$ cat src/rtl/instr_decode_stage.sv
// RV32I/RV64I decode stage: combinational decode of the incoming word, captured
// into a 2-entry (main + skid) buffer with registered ready and flush support.
module instr_decode_stage #(
  parameter int XLEN = 32,
  parameter int PC_W = XLEN
) (
  input  logic            clk_in,
  input  logic            rst_n_in,
  input  logic            flush_in,
  input  logic            valid_in,
  output logic            ready_out,
  input  logic [31:0]     instr_in,
  input  logic [PC_W-1:0] pc_in,
  output logic            valid_out,
  input  logic            ready_in,
  output logic [PC_W-1:0] pc_out,
  output logic [6:0]      opcode_out,
  output logic [4:0]      rd_out,
  output logic [4:0]      rs1_out,
  output logic [4:0]      rs2_out,
  output logic [2:0]      funct3_out,
  output logic [6:0]      funct7_out,
  output logic [XLEN-1:0] imm_out,
  output logic [2:0]      fmt_out,
  output logic            illegal_out
);

  typedef enum logic [2:0] {
    FMT_R = 3'd0, FMT_I = 3'd1, FMT_S = 3'd2, FMT_B = 3'd3,
    FMT_U = 3'd4, FMT_J = 3'd5, FMT_X = 3'd7
  } fmt_e;

  typedef struct packed {
    logic [PC_W-1:0] pc;
    logic [6:0]      opcode;
    logic [4:0]      rd;
    logic [4:0]      rs1;
    logic [4:0]      rs2;
    logic [2:0]      funct3;
    logic [6:0]      funct7;
    logic [XLEN-1:0] imm;
    logic [2:0]      fmt;
    logic            illegal;
  } dec_t;

  fmt_e fmt;
  dec_t dec, main_q, skid_q;
  logic main_vld, skid_vld;
  logic acc, xfer;

  // Every legal opcode ends in 2'b11, so bad low bits fall into the default.
  always_comb begin
    fmt = FMT_X;
    case (instr_in[6:0])
      7'b0110011:                                     fmt = FMT_R;
      7'b0000011, 7'b0010011, 7'b1100111, 7'b1110011: fmt = FMT_I;
      7'b0100011:                                     fmt = FMT_S;
      7'b1100011:                                     fmt = FMT_B;
      7'b0110111, 7'b0010111:                         fmt = FMT_U;
      7'b1101111:                                     fmt = FMT_J;
      default:                                        fmt = FMT_X;
    endcase
  end

  always_comb begin
    dec        = '0;
    dec.pc     = pc_in;
    dec.opcode = instr_in[6:0];
    dec.fmt    = fmt;
    case (fmt)
      FMT_R: begin
        dec.rd = instr_in[11:7]; dec.rs1 = instr_in[19:15]; dec.rs2 = instr_in[24:20];
        dec.funct3 = instr_in[14:12]; dec.funct7 = instr_in[31:25];
      end
      FMT_I: begin
        dec.rd = instr_in[11:7]; dec.rs1 = instr_in[19:15]; dec.funct3 = instr_in[14:12];
        dec.imm = {{(XLEN-12){instr_in[31]}}, instr_in[31:20]};
      end
      FMT_S: begin
        dec.rs1 = instr_in[19:15]; dec.rs2 = instr_in[24:20]; dec.funct3 = instr_in[14:12];
        dec.imm = {{(XLEN-12){instr_in[31]}}, instr_in[31:25], instr_in[11:7]};
      end
      FMT_B: begin
        dec.rs1 = instr_in[19:15]; dec.rs2 = instr_in[24:20]; dec.funct3 = instr_in[14:12];
        dec.imm = {{(XLEN-13){instr_in[31]}}, instr_in[31], instr_in[7],
                   instr_in[30:25], instr_in[11:8], 1'b0};
      end
      FMT_U: begin
        // Replicate from bit 31 so RV64 upper immediates sign-extend.
        dec.rd  = instr_in[11:7];
        dec.imm = {{(XLEN-31){instr_in[31]}}, instr_in[30:12], 12'b0};
      end
      FMT_J: begin
        dec.rd  = instr_in[11:7];
        dec.imm = {{(XLEN-21){instr_in[31]}}, instr_in[31], instr_in[19:12],
                   instr_in[20], instr_in[30:21], 1'b0};
      end
      default: dec.illegal = 1'b1;
    endcase
  end

  assign acc  = valid_in && !skid_vld && !flush_in;
  assign xfer = main_vld && ready_in;

  always_ff @(posedge clk_in or negedge rst_n_in) begin
    if (!rst_n_in) begin
      main_vld <= 1'b0;
      skid_vld <= 1'b0;
      main_q   <= '0;
      skid_q   <= '0;
    end else if (flush_in) begin
      main_vld <= 1'b0;
      skid_vld <= 1'b0;
    end else if (acc && (!main_vld || xfer)) begin
      main_q   <= dec;
      main_vld <= 1'b1;
    end else if (acc) begin
      skid_q   <= dec;
      skid_vld <= 1'b1;
    end else if (xfer && skid_vld) begin
      main_q   <= skid_q;
      skid_vld <= 1'b0;
    end else if (xfer) begin
      main_vld <= 1'b0;
    end
  end

  assign ready_out   = !skid_vld;
  assign valid_out   = main_vld;
  assign pc_out      = main_q.pc;
  assign opcode_out  = main_q.opcode;
  assign rd_out      = main_q.rd;
  assign rs1_out     = main_q.rs1;
  assign rs2_out     = main_q.rs2;
  assign funct3_out  = main_q.funct3;
  assign funct7_out  = main_q.funct7;
  assign imm_out     = main_q.imm;
  assign fmt_out     = main_q.fmt;
  assign illegal_out = main_q.illegal;

endmodule

$ cat config.mk
export PLATFORM = sky130hd
export DESIGN_NAME = instr_decode_stage
export DESIGN_NICKNAME = d
export VERILOG_FILES = /design/src/rtl/instr_decode_stage.sv
export SDC_FILE = /design/constraint.sdc
export NUM_CORES = 1
export LEC_CHECK = 0
export ABC_CLOCK_PERIOD_IN_PS = 2000
export BUFFER_PORTS_ARGS = -buffer_cell sky130_fd_sc_hd__clkbuf_2
export CORE_MARGIN = 2
export CORE_UTILIZATION = 50
export CTS_CLUSTER_SIZE = 40
export DETAILED_ROUTE_END_ITERATION = 7
export PLACE_DENSITY = 0.79
export SKIP_CTS_REPAIR_TIMING = 1
export SYNTH_ARGS = -nofsm -noshare
export SYNTH_HDL_FRONTEND = slang
export SYNTH_SLANG_ARGS = --single-unit
$ cat constraint.sdc
create_clock -name clk_in -period 2 [get_ports clk_in]
set_clock_uncertainty 0.2 [all_clocks]
set_input_delay 0.4 -clock clk_in [delete_from_list [all_inputs] [get_ports clk_in]]
set_output_delay 0.4 -clock clk_in [all_outputs]
set_load 0.03 [all_outputs]
* Word-level counts from Yosys, hierarchy flattened
Cells that the tools add are included.
** Storage, ports and cells
- Register bits after elaboration :: 202
- Logic and storage cells :: 86
** Cells by class
- Equal/unequal tests :: 19
- Multiplexer cells :: 20
- Bitwise operators :: 2
- Reductions and logical operators :: 23
** Operators with widths (number)
- 100-bit two-way mux :: 3
- 32-bit case mux with 5 select lines :: 1
- 7-bit == test (second input constant) :: 4
- 7-bit by 6-bit == test with 1-bit output (second input constant) :: 3
- 3-bit case mux with 6 select lines :: 1
- 5-bit two-way mux :: 3
- 7-bit by 5-bit == test with 1-bit output (second input constant) :: 2
- 4-bit OR reduction :: 3
- 1-bit two-way mux :: 10
- 3-bit AND reduction :: 3
- 7-bit by 2-bit == test with 1-bit output (second input constant) :: 1
- 7-bit two-way mux :: 1
- 3-bit by 2-bit == test with 1-bit output (second input constant) :: 2
- 3-bit == test (second input constant) :: 2
- 3-bit nonzero test :: 2
- 6-bit OR reduction :: 1
- 1-bit logical AND :: 5
- 3-bit by 1-bit == test with 1-bit output (second input constant) :: 1
- 1-bit zero test :: 3
- 3-bit zero test :: 1
- 3-bit two-way mux :: 1
- 3-bit by 2-bit != test with 1-bit output (second input constant) :: 1
- 3-bit != test (second input constant) :: 1
- 3-bit OR reduction :: 1
- other kinds (7) :: 8

* Logic depth before layout (Yosys ltp)
- Depth in word-level cells :: 7
- Gate-level depth with buffers :: 8

* Worst setup path before layout
No wires, ideal clock.
- Path type :: in2reg
- From :: input flush_in
- To :: register skid_q[25] (netlist name)
- Setup time :: 126 ps
- Data arrival time :: 1691 ps
- Data required time :: 1674 ps
- Path slack :: -17 ps
- Stages :: 6
- Cell sequence :: clkbuf_1 -> nand2b_1 -> or3_1 -> buf_2 -> buf_2 -> a221o_1
** Between the ends
- Word-level cells in the longest chain between the ends :: 5
- Elaborated cells between the ends (all ways) :: 6
** Ends and longest elaborated chain
- start, declared :: RTL line 9 : input logic flush_in,
- 1-bit zero test :: RTL line 102 : assign acc = valid_in && !skid_vld && !flush_in;
- 1-bit logical AND :: RTL line 102
- 1-bit logical AND :: RTL line 114 : end else if (acc && (!main_vld || xfer)) begin
- 1-bit NOT (no line)
- 3-bit AND reduction (no line) (*)
- end signal, assigned :: RTL line 110 : skid_q <= '0;
- end signal, assigned :: RTL line 118 : skid_q <= dec;
- end, declared :: RTL line 47 : dec_t dec, main_q, skid_q;
Every way passes the cells marked *; elsewhere a longest branch is shown, timed or not.
A chain may end at the register's enable or synchronous reset.

* Worst setup path in the final report
- From :: register skid_vld
- To :: register skid_q[16] (netlist name)
** Between the ends
- Word-level cells in the longest chain between the ends :: 6
** Ends and longest elaborated chain
- start, declared :: RTL line 48 : logic main_vld, skid_vld;
- start signal, assigned :: RTL line 108 : skid_vld <= 1'b0;
- start signal, assigned :: RTL line 113 : skid_vld <= 1'b0;
- start signal, assigned :: RTL line 119 : skid_vld <= 1'b1;
- 1-bit zero test (*) :: RTL line 102
- 1-bit logical AND (*) (2 in series) :: RTL line 102
- 1-bit logical AND :: RTL line 114
- 1-bit NOT (no line)
- 3-bit AND reduction (no line) (*)
Marks and branches as above.

==> metrics.csv <==
stage,metric,value,unit
place,placed insts,1261,
floorplanning,die footprint,18700,sq um
global_routing,vias in the first global route,7370,
timing,Final setup viols,0,
place,IO Port Bufs,170,
cells_and_area,Area Growth Syn to Fin,30.2,%
pwr,combinational share of power,17.5,%
timing,actual slew at the worst max-slew pin,1.11,ns
timing,max_slew headroom,25.7,%
pwr,Seq pwr share,46.6,%
worst_hold_path,worst hold path type,in2reg,
floorplanning,num rows,48,
setup_path,Worst EP arrival,2.12,ns
clocking,CTS root buffer,clkbuf_16,
global_routing,total grt overflow,0,
cells_and_area,layout cell share with drive strength beyond 1,26.7,%
cells_and_area,design area,11500,sq um
cells_and_area,Finished Layout Cells,1344,
cells_and_area,footprint of the multi-input gates,3410,sq um
timing,RSZ-0062 raised after global routing,no,
pwr,worst vdd ir,0.715,mV
timing,setup slack after layout,0.0445,ns
timing,Final Cycle Share,97.8,%
clocking,CTS tree,yes,
route,post-route ant nets,0,
logic_synthesis,Synth warnings,0,
pwr,sw frac,29.0,%
setup_path,R2R setup slack,0.04,ns
floorplanning,Initial Utilization,51.0,%
logic_synthesis,"Seq/Total Area, Yosys",57.3,%
timing,upper clock frequency limit,511,MHz
route,Residual DRC,0,
cells_and_area,FILL cells,1334,
logic_synthesis,Syn Area/Cell,10.2,sq um
clocking,H-tree lvl count,1,
setup_path,critical path required time,2.17,ns
route,final wirelength,24600,um
route,via count,7767,
logic_synthesis,#FFs+latches synth,202,
setup_path,WS Path Type,reg2reg,
logic_synthesis,"EDFF count, synth",0,
place,dpl hpwl,16500,um
logic_synthesis,Synth async-reset ratio,100,%
floorplanning,core box area,17300,sq um
setup_path,crit-path leading delay family,simple AND/OR/NAND/NOR gates,
global_routing,initial antenna violation count,1,
logic_synthesis,Post-Syn Area,8820,sq um
global_routing,first-pass GRT wire length,38000,um
setup_path,Slowest cell on crit path,or3_4,
setup_path,CP bufs+invs,1,
route,initial drt markers,641,
run,maxcap violations,0,
place,GPL Wtd Cong,0.835,
floorplanning,Die Wd,137,um
setup_path,CP Launch Type,register,
pwr,cell internal pwr,0.00750,W
setup_path,CP max stage delay,0.51,ns
clocking,TritonCTS Buffers,22,
logic_synthesis,post-synth cell types,56,
timing,final hold violation count,0,
timing,Period minus WS final,1.96,ns
route,WL/cell,18.3,um
clocking,"Reg clk slew, reported paths",0.06,ns
pwr,NetSw,0.00307,W
clocking,clock latency on the worst-skew pair,0.50,ns
place,Placement Cell Area,10300,sq um
global_routing,GRT Resource Usage Total,25.5,%
logic_synthesis,Syn Nets,930,
run_status,outcome,"complete, no violations",
clocking,Sinks on Clock Net,202,
place,Setup Slack @ Placement,-0.262,ns
timing,Max Slew Vio Count,0,
pwr,Lkg Pwr,5.90,nW
floorplanning,IO Count,171,
setup_path,Crit. End Element,register,
logic_synthesis,main flop type after synthesis,dfrtp_1,
clocking,CTS Buffer Depth,3,
pwr,clock power share,35.9,%
cells_and_area,FF+latch area,5050,sq um
pwr,total power,0.0106,W
global_routing,largest net degree at the start of global routing,55,
logic_synthesis,Syn Inst Count,861,
route,DR pass1 iterations,5,
setup_path,crit path max fanout,17,
pwr,Power Dens Cells,921,nW/um^2
floorplanning,height of the die,137,um
cells_and_area,nets,1173,
route,routed vias/inst,5.78,
timing,Hold Slack,0.0147,ns
setup_path,worst-path cell chain,nand2b_4 -> or3_4 -> buf_12 -> a21oi_4 -> a21oi_1,
[logic make-up (layout without fill, tap and decap cells)]
| kind of cell | after synthesis | in the layout | synth area share (%) |
|---|---|---|---|
| and+or+nand+nor | 352 | 353 | 17.6 |
| muxes | 2 | 2 | 0.227 |
| AOI/OAI and AO/OA | 228 | 228 | 20.2 |
| buffers and inverters | 75 | 331 | 4.46 |
| DFF | 202 | 202 | 57.3 |
| xor gates and xnor gates | 2 | 2 | 0.199 |
| other | 0 | 1 | 0 |
[cell usage after synthesis (5+ instances only)]
cell type  instances  area [sq um]
a22oi_1           53           398
dfrtp_1          202          5050
nor2_1            41           154
nand2_1          226           848
clkbuf_1          22          82.6
inv_1              7          26.3
o31ai_1           12          90.1
and3_1             5          31.3
nor2b_1            6          37.5
nand3_1           39           195
buf_6             10           113
a21o_1            21           158
a21oi_1           23           115
o21ai_0           11          55.1
buf_2             26           130
buf_1              9          33.8
o22ai_1           13          81.3
a32oi_1           10          87.6
a221o_1           15           150
a22o_1            47           412
[per-stage QoR]
step / setup TNS [ns] / utilization (%)
6_report: 0 / 66.4
5_1_grt: 0 / 66.3
4_1_cts: -0.741 / 63.8
3_5_place_dp: -8.99 / 59.8
3_3_place_gp: -6.05 / 59.8
2_1_floorplan: -0.104 / -
[cell usage in the layout (no fill, tap or decap), types with 13 or more instances in the layout]
cell | synthesis | layout
nor2_1 | 41 | 41
dfrtp_1 | 202 | 202
nand2_1 | 226 | 226
a22oi_1 | 53 | 53
clkbuf_16 | 0 | 22
dlygate4sd3_1 | 0 | 43
a21oi_1 | 23 | 23
buf_4 | 1 | 58
buf_12 | 0 | 15
o22ai_1 | 13 | 13
a21o_1 | 21 | 21
nand3_1 | 39 | 39
clkbuf_2 | 0 | 169
a22o_1 | 47 | 47
a221o_1 | 15 | 15
[flip-flops by register name (all words and copies together) (netlist names), 3 cells and up]
register / count
fmt_out: 3
funct7_out: 7
rs2_out: 5
funct3_out: 3
pc_out: 32
imm_out: 32
rs1_out: 5
rd_out: 5
opcode_out: 7
skid_q: 100
[routing by layer]
metal	global-route usage, %	wire length (um)	vias up
li1	-	-	3544
met1	34.5	10100	3828
met2	40.7	11600	357
met3	7.70	2400	38
met4	6.01	497	0
met5	0	0	-
[final timing paths]
path,start,depth (start not counted),endpoint
worst min register to register,pc_out[27],2,pc_out[27]
worst max register to register,skid_vld,5,skid_q[16]
worst min-delay path,instr_in[31],2,funct7_out[6]
max in group asynchronous,rst_n_in,3,imm_out[10]
worst max-delay path,skid_vld,5,skid_q[16]
min in group asynchronous,rst_n_in,2,imm_out[27]
[power by group through the flow]
| stage | clock, W | combinational [W] | sequential, W |
|---|---|---|---|
| 2_1_floorplan | 0 | 0.000673 | 0.00536 |
| 3_3_place_gp | 0 | 0.00173 | 0.00496 |
| 3_5_place_dp | 0 | 0.00179 | 0.00498 |
| 4_1_cts | 0.00384 | 0.00179 | 0.00491 |
| 5_1_grt | 0.00400 | 0.00203 | 0.00497 |
| 6_report | 0.00379 | 0.00185 | 0.00492 |
[final cells by class]
cell class	instances	share of cell area [%]
antenna	1	0.0218
clock buffer	35	5.66
clock inverter	3	0.251
inverter	7	0.229
multi-input combinational	585	29.7
sequential	202	44.0
tap	225	2.45
timing repair buffer	286	17.6
Power figures use the tool's default switching activity.
